==> src/rtl/conv_scheduler.sv <==
// conv_scheduler: hands output channels round-robin to idle conv units, then streams each unit's input-row windows.
// Latency: command accepted at T -> unit_start at T+1 -> first row_valid at T+2; layer_done one cycle after the last unit_done.
// Backpressure: row_ready stalls only that unit's stream (addr/last held); cmd_ready is low for the whole layer.
//
// Ports:
//   clk, rst_n                       clock, synchronous active-low reset
//   cmd_valid/cmd_ready + cmd_*      layer command (channels, rows, kernel, stride, parallel mode)
//   unit_start, unit_chan, unit_par  per-unit channel assignment pulse, channel index, layer parallel mode
//   row_valid/row_ready, row_addr,   per-unit window-start row stream; row_last flags a channel's final window
//   row_last
//   unit_done                        per-unit channel completion pulse
//   layer_done                       one-cycle pulse when every channel of the layer has completed
module conv_scheduler #(
    parameter int CONVUNITS = 2,
    parameter int CH_BITS   = 10,
    parameter int ROW_BITS  = 6,
    parameter int KER_W     = 3,
    parameter int STR_W     = 2
) (
    input  logic                          clk,
    input  logic                          rst_n,
    input  logic                          cmd_valid,
    output logic                          cmd_ready,
    input  logic [CH_BITS-1:0]            cmd_channels,
    input  logic [ROW_BITS-1:0]           cmd_rows,
    input  logic [KER_W-1:0]              cmd_kernel,
    input  logic [STR_W-1:0]              cmd_stride,
    input  logic [1:0]                    cmd_par,
    output logic [CONVUNITS-1:0]          unit_start,
    output logic [CH_BITS-1:0]            unit_chan,
    output logic [1:0]                    unit_par,
    output logic [CONVUNITS-1:0]          row_valid,
    input  logic [CONVUNITS-1:0]          row_ready,
    output logic [CONVUNITS*ROW_BITS-1:0] row_addr,
    output logic [CONVUNITS-1:0]          row_last,
    input  logic [CONVUNITS-1:0]          unit_done,
    output logic                          layer_done
);
    localparam int PTR_W = (CONVUNITS > 1) ? $clog2(CONVUNITS) : 1;

    typedef enum logic [1:0] {S_IDLE, S_DISPATCH, S_DRAIN} state_t;
    typedef enum logic [1:0] {U_IDLE, U_ROWS, U_WAIT} ustate_t;

    // Layer-level state
    state_t              state_q, state_d;
    logic [CH_BITS-1:0]  chan_q, chan_d;
    logic [PTR_W-1:0]    rr_q, rr_d;
    logic                ld_q, ld_d;
    logic                lat_en;

    // Latched command
    logic [CH_BITS-1:0]  ch_q;
    logic [ROW_BITS-1:0] nout_q;
    logic [ROW_BITS-1:0] stride_q;
    logic [1:0]          par_q;

    // Per-unit state
    ustate_t             u_q [CONVUNITS];
    ustate_t             u_d [CONVUNITS];
    logic [ROW_BITS-1:0] k_q [CONVUNITS];
    logic [ROW_BITS-1:0] k_d [CONVUNITS];
    logic [ROW_BITS-1:0] a_q [CONVUNITS];
    logic [ROW_BITS-1:0] a_d [CONVUNITS];

    // Command decode: window count and effective stride are computed once at accept
    logic [ROW_BITS-1:0] ker_ext, str_ext, nout_calc;
    logic                degenerate;

    always_comb begin
        ker_ext    = ROW_BITS'(cmd_kernel);
        str_ext    = (cmd_stride == '0) ? ROW_BITS'(1) : ROW_BITS'(cmd_stride);
        degenerate = (cmd_channels == '0) || (cmd_rows < ker_ext);
        // Wraps for degenerate commands, but nout is never used in that case
        nout_calc  = (cmd_rows - ker_ext) / str_ext + ROW_BITS'(1);
    end

    // Round-robin pick of the first idle unit at or after rr_q. A unit freed by
    // unit_done this cycle is still in U_WAIT, so it only becomes eligible next cycle.
    logic [CONVUNITS-1:0] u_idle;
    logic                 pick_vld;
    logic [PTR_W-1:0]     pick;

    always_comb begin
        pick_vld = 1'b0;
        pick     = '0;
        for (int i = 0; i < CONVUNITS; i++) begin
            if (!pick_vld && u_idle[(int'(rr_q) + i) % CONVUNITS]) begin
                pick_vld = 1'b1;
                pick     = PTR_W'((int'(rr_q) + i) % CONVUNITS);
            end
        end
    end

    // True when every unit will be idle next cycle, counting units released by unit_done now
    logic all_idle_next;

    always_comb begin
        all_idle_next = 1'b1;
        for (int u = 0; u < CONVUNITS; u++) begin
            if (!((u_q[u] == U_IDLE) || ((u_q[u] == U_WAIT) && unit_done[u]))) begin
                all_idle_next = 1'b0;
            end
        end
    end

    // Top FSM. unit_start depends only on registered state, never on inputs in the same cycle.
    always_comb begin
        state_d    = state_q;
        chan_d     = chan_q;
        rr_d       = rr_q;
        ld_d       = 1'b0;
        lat_en     = 1'b0;
        unit_start = '0;
        unit_chan  = '0;
        case (state_q)
            S_IDLE: begin
                if (cmd_valid) begin
                    lat_en  = 1'b1;
                    chan_d  = '0;
                    // Each layer's dispatch starts from unit 0
                    rr_d    = '0;
                    state_d = degenerate ? S_DRAIN : S_DISPATCH;
                end
            end
            S_DISPATCH: begin
                if (pick_vld) begin
                    unit_start[pick] = 1'b1;
                    unit_chan        = chan_q;
                    chan_d           = chan_q + CH_BITS'(1);
                    rr_d             = PTR_W'((int'(pick) + 1) % CONVUNITS);
                    if (chan_q == ch_q - CH_BITS'(1)) begin
                        state_d = S_DRAIN;
                    end
                end
            end
            S_DRAIN: begin
                // layer_done is registered; hold DRAIN through its pulse so
                // cmd_ready rises only in the following cycle
                if (ld_q) begin
                    state_d = S_IDLE;
                end else if (all_idle_next) begin
                    ld_d = 1'b1;
                end
            end
            default: state_d = S_IDLE;
        endcase
    end

    always_ff @(posedge clk) begin
        if (!rst_n) begin
            state_q  <= S_IDLE;
            chan_q   <= '0;
            rr_q     <= '0;
            ld_q     <= 1'b0;
            ch_q     <= '0;
            nout_q   <= '0;
            stride_q <= '0;
            par_q    <= '0;
        end else begin
            state_q <= state_d;
            chan_q  <= chan_d;
            rr_q    <= rr_d;
            ld_q    <= ld_d;
            if (lat_en) begin
                ch_q     <= cmd_channels;
                nout_q   <= nout_calc;
                stride_q <= str_ext;
                par_q    <= cmd_par;
            end
        end
    end

    // Per-unit FSMs. The address is accumulated by stride rather than multiplied.
    always_comb begin
        for (int u = 0; u < CONVUNITS; u++) begin
            u_d[u] = u_q[u];
            k_d[u] = k_q[u];
            a_d[u] = a_q[u];
            case (u_q[u])
                U_IDLE: begin
                    if (unit_start[u]) begin
                        u_d[u] = U_ROWS;
                        k_d[u] = '0;
                        a_d[u] = '0;
                    end
                end
                U_ROWS: begin
                    if (row_ready[u]) begin
                        if (k_q[u] == nout_q - ROW_BITS'(1)) begin
                            u_d[u] = U_WAIT;
                        end else begin
                            k_d[u] = k_q[u] + ROW_BITS'(1);
                            a_d[u] = a_q[u] + stride_q;
                        end
                    end
                end
                U_WAIT: begin
                    if (unit_done[u]) begin
                        u_d[u] = U_IDLE;
                    end
                end
                default: u_d[u] = U_IDLE;
            endcase
        end
    end

    always_ff @(posedge clk) begin
        for (int u = 0; u < CONVUNITS; u++) begin
            if (!rst_n) begin
                u_q[u] <= U_IDLE;
                k_q[u] <= '0;
                a_q[u] <= '0;
            end else begin
                u_q[u] <= u_d[u];
                k_q[u] <= k_d[u];
                a_q[u] <= a_d[u];
            end
        end
    end

    // Row outputs are forced to zero outside U_ROWS so idle lanes read clean
    always_comb begin
        u_idle    = '0;
        row_valid = '0;
        row_last  = '0;
        row_addr  = '0;
        for (int u = 0; u < CONVUNITS; u++) begin
            u_idle[u]    = (u_q[u] == U_IDLE);
            row_valid[u] = (u_q[u] == U_ROWS);
            row_last[u]  = (u_q[u] == U_ROWS) && (k_q[u] == nout_q - ROW_BITS'(1));
            row_addr[u*ROW_BITS +: ROW_BITS] = (u_q[u] == U_ROWS) ? a_q[u] : '0;
        end
    end

    assign cmd_ready  = (state_q == S_IDLE);
    assign unit_par   = par_q;
    assign layer_done = ld_q;

endmodule

==> config.mk <==
export PLATFORM = sky130hd
export DESIGN_NAME = conv_scheduler
export DESIGN_NICKNAME = d
export VERILOG_FILES = /design/src/rtl/conv_scheduler.sv
export SDC_FILE = /design/constraint.sdc
export NUM_CORES = 1
export LEC_CHECK = 0
export CAP_MARGIN = 25
export CORE_ASPECT_RATIO = 1.1
export CORE_MARGIN = 1
export CORE_UTILIZATION = 40
export DETAILED_ROUTE_END_ITERATION = 8
export GPL_TIMING_DRIVEN = 0
export PLACE_DENSITY = 0.7
export SYNTH_ARGS = -nofsm -noshare
export SYNTH_HDL_FRONTEND = slang
export SYNTH_SLANG_ARGS = --single-unit
==> constraint.sdc <==
create_clock -name clk -period 15.15 [get_ports clk]
set_input_delay 3.7875 -clock clk [delete_from_list [all_inputs] [get_ports clk]]
set_output_delay 3.7875 -clock clk [all_outputs]
set_load 0.1 [all_outputs]
==> results by stage <==
Layout:
- In the final layout, flip-flops and latches occupy 0.00124 sq mm.
- The layout overhead on the synthesized area is 25.7%.
- The repair_antennas step left the layout with diodes totalling 0.
- Measured on the finished design, the core utilization comes to 0.516.
- The number of fillers in the final layout is 997.
- In the layout the commonest cells are sky130_fd_sc_hd__nand2_1, sky130_fd_sc_hd__dfxtp_1, sky130_fd_sc_hd__clkdlybuf4s50_1.
- The area of combinational cells with multiple inputs is 0.00283 sq mm.
- The commonest non-fill, non-tap cell in the layout is sky130_fd_sc_hd__nand2_1.
- The number of nets in the layout is 657.
- Of the cells placed in the final design, the portion with a size suffix greater than 1 is 0.0579.
- The final instance area is 0.00534 sq mm.

Place:
- The area of placed instances is 0.00503 sq mm.
- The pre-CTS worst setup slack is 2640 ps.
- During placement, the flow inserted port buffers numbering 61.
- At the end of routability-driven placement, the weighted congestion stood at 0.825.
- The HPWL after detailed placement is 7890 um.

Global route:
- The residual overflow from global routing is 0.
- The overall fraction of global-route tracks in use is 0.193.
- The first global-routing pass estimated 17,000 um of wire.
- Entering global routing, the biggest net connects 11 pins.
- The via count of the first global-routing pass was 3,723.
- The number of antenna violations at the first check in global routing is 0.

Logic synthesis:
- The average instance in the mapped netlist occupies 8.05 sq um.
- The post-synthesis sequential area ratio is 0.292.
- The number of distinct library cells after synthesis is 60.
- The post-synthesis instance area is 0.00424 sq mm.
- The number of warning messages in the yosys log is 0.
- The instance count of the mapped netlist is 527.
- When the netlist entered floorplanning its net count stood at 585.
- For this run, asynchronously set or reset flops after synthesis account for 0.
- The leading register cell type out of synthesis is sky130_fd_sc_hd__dfxtp_1.
- The synthesized design contains 62 register bits.
- Counting flops with a built-in enable in the synthesized netlist gives 0.

Timing:
- Of the available clock period, the critical path in the final layout requires 0.806.
- Setup repair after global routing left no endpoint under its margin.
- The final-report hold violation count is 0.
- The final sum of negative setup slack is 0 ps.
- The worst path needs 12,210 ps of the cycle, external delays included.
- Based on the critical path, the design can be clocked at up to 81.9 MHz.
- The final worst-path setup slack is 2940 ps.
- For the pin with the worst max-slew slack, the measured transition is 1010 ps.
- Headroom to the max-slew limit came out at 0.327.
- Setup violations remaining at the end of the flow were counted as 0.
- The final max-slew violation count is 0.
- The worst-case clock skew is 4.82 ps.

Worst setup path:
- The most frequent cell on the critical path is sky130_fd_sc_hd__ha_1.
- The worst path required time is 15,370 ps.
- The slowest stage of the critical path is the sky130_fd_sc_hd__or4_4 cell.
- The terminus of the critical flop-to-flop path is a_q[0][5].
- In this run the critical register-to-register path is launched from nout_q[0].
- The launching element type of the critical path is an input port.
- The setup slack on the worst flop-to-flop path is 12,430 ps.
- The biggest cell delay along the critical path is 540 ps.
- Of all nets on the critical path, the largest fanout is 10.
- The number of cell instances on the worst register-to-register path is 12.
- The critical path arrival is 12,430 ps.
- The endpoint class of the critical path is a flop.
- The critical path is of the input port to flop type.

Run status:
- The run finished with clean final reports.

Clocking:
- The clock-pin slew on the worst setup and hold paths is 50 ps.
- Buffers inserted during clock tree synthesis total 9.
- The total number of H-tree levels is 3.
- The number of hold buffers added after cts is 0.
- TritonCTS built the clock tree.
- The number of buffers inserted to repair setup after CTS is 0.
- In this run, post-CTS repair resized a total of 0 instances.
- The master cell of the clock root buffer is sky130_fd_sc_hd__clkbuf_16.
- The clock latency of the later-clocked register in the worst-skew pair is 330 ps.
- The sink count of the clock tree is 62.
- The maximum number of buffers from clock root to sink is 2.

Die:
- 62 I/O pins were placed.
- The die area is 0.0110 sq mm.
- The initial utilization of the core area, before any placement, comes to 0.410.
- The horizontal extent of the die is 100 um.
- The number of standard-cell rows in the floorplan is 39.
- From bottom edge to top edge, the die measures 110 um.
- The core region is 0.0103 sq mm.

Power:
- The power density normalized to cell area is 125 mW/mm^2.
- For this design the static power due to leakage is 0.00215 uW.
- Across the VDD grid, the largest voltage drop is 0.0642 mV.

Routing:
- The number of nets with antenna violations after detailed routing is 0.
- The routed via count is 3,880.
- The via density per instance is 5.19.
- The detailed router finished its first iteration with 163 violations.
- Wires add up to 9940 um.
- For this run, the detailed router's first-pass iteration total came to 4.
- The per-cell routed wire length is 13.3 um.
- The number of DRC violations after detailed routing is 0.

Min path:
- The number of cells on the worst hold path is 2.
- The sink of the worst hold path is unit_par[0].
- The startpoint of the worst hold path is unit_par[0].
- The worst min-delay path class is flop to flop.

Job:
- The number of max-capacitance violations reported is 0.
layer usage:
metal	up-vias	part of all wire	GRT usage	routed length (um)
li1	1989	-	-	-
met1	1795	0.45	0.232	4510
met2	85	0.49	0.341	4840
met3	11	0.042	0.0309	420
met4	0	0.016	0.0839	163
met5	-	0	0	0
state kept, by name, indices dropped and copies added, names as in the netlist:
signal,count
k_q,12
layer_done,1
chan_q,10
stride_q,2
ch_q,10
nout_q,6
a_q,12
rr_q,1
u_q,4
unit_par,2
state_q,2
cells by family after synthesis:
logic type                 count (synthesis)  synth area share
and+or+nand+nor                          237             0.279
AOI/OAI and AO/OA                         96             0.167
DFF                                       62             0.292
xor gates and xnor gates                  56             0.116
buffers and inverters                     41            0.0398
adders and majority gates                 28            0.0879
muxes                                      7            0.0180
layout make-up:
cell class                 count  area share
sequential                    62       0.233
clock inverter                 4     0.00844
multi-input combinational    424       0.531
timing repair buffer          61       0.114
buffer                        14      0.0127
inverter                      27      0.0190
tap                          143      0.0335
clock buffer                  12      0.0481
power by group:
part / total (uW) / internal (uW) / switching, uW
registers: 187 / 175 / 12.8
logic: 276 / 114 / 162
clock network: 205 / 135 / 69.9
total: 668 / 423 / 245
cell usage after synthesis, drive strengths merged (13+ instances only):
master / count / share of area
and3: 21 / 0.031
a21boi: 18 / 0.032
nand2: 65 / 0.057
nor2: 53 / 0.047
nand4: 15 / 0.024
xnor2: 22 / 0.045
ha: 25 / 0.074
o21ai: 20 / 0.026
nor3: 13 / 0.015
and2: 21 / 0.031
inv: 27 / 0.024
a21oi: 15 / 0.018
dfxtp: 62 / 0.29
xor2: 34 / 0.070
metrics by stage:
step	total power (uW)	hold slack [ps]	instances
after global routing	711	510	747
after floorplan	407	456	527
after CTS	672	473	747
after global placement	457	455	731
final	668	470	747
after detailed placement	465	462	731
worst max-delay path by stage:
| stage | startpoint | end |
|---|---|---|
| final | cmd_kernel[2] | nout_q[4] |
| after global routing | cmd_kernel[2] | nout_q[4] |
| after CTS | cmd_kernel[2] | nout_q[4] |
| after detailed placement | cmd_kernel[2] | nout_q[4] |
| after global placement | cmd_kernel[2] | nout_q[4] |
| after floorplan | cmd_kernel[2] | nout_q[4] |
critical path, delay by kind of cell:
kind / cells / cell delay (ps)
buffers and inverters: 4 / 800
XOR/XNOR: 1 / 120
multiplexers: 2 / 810
AND/OR/NAND/NOR: 10 / 2290
AO/OA/AOI/OAI: 14 / 2440
adder cells (fa/ha/maj): 8 / 2180
(Power assumes the default switching activity.)
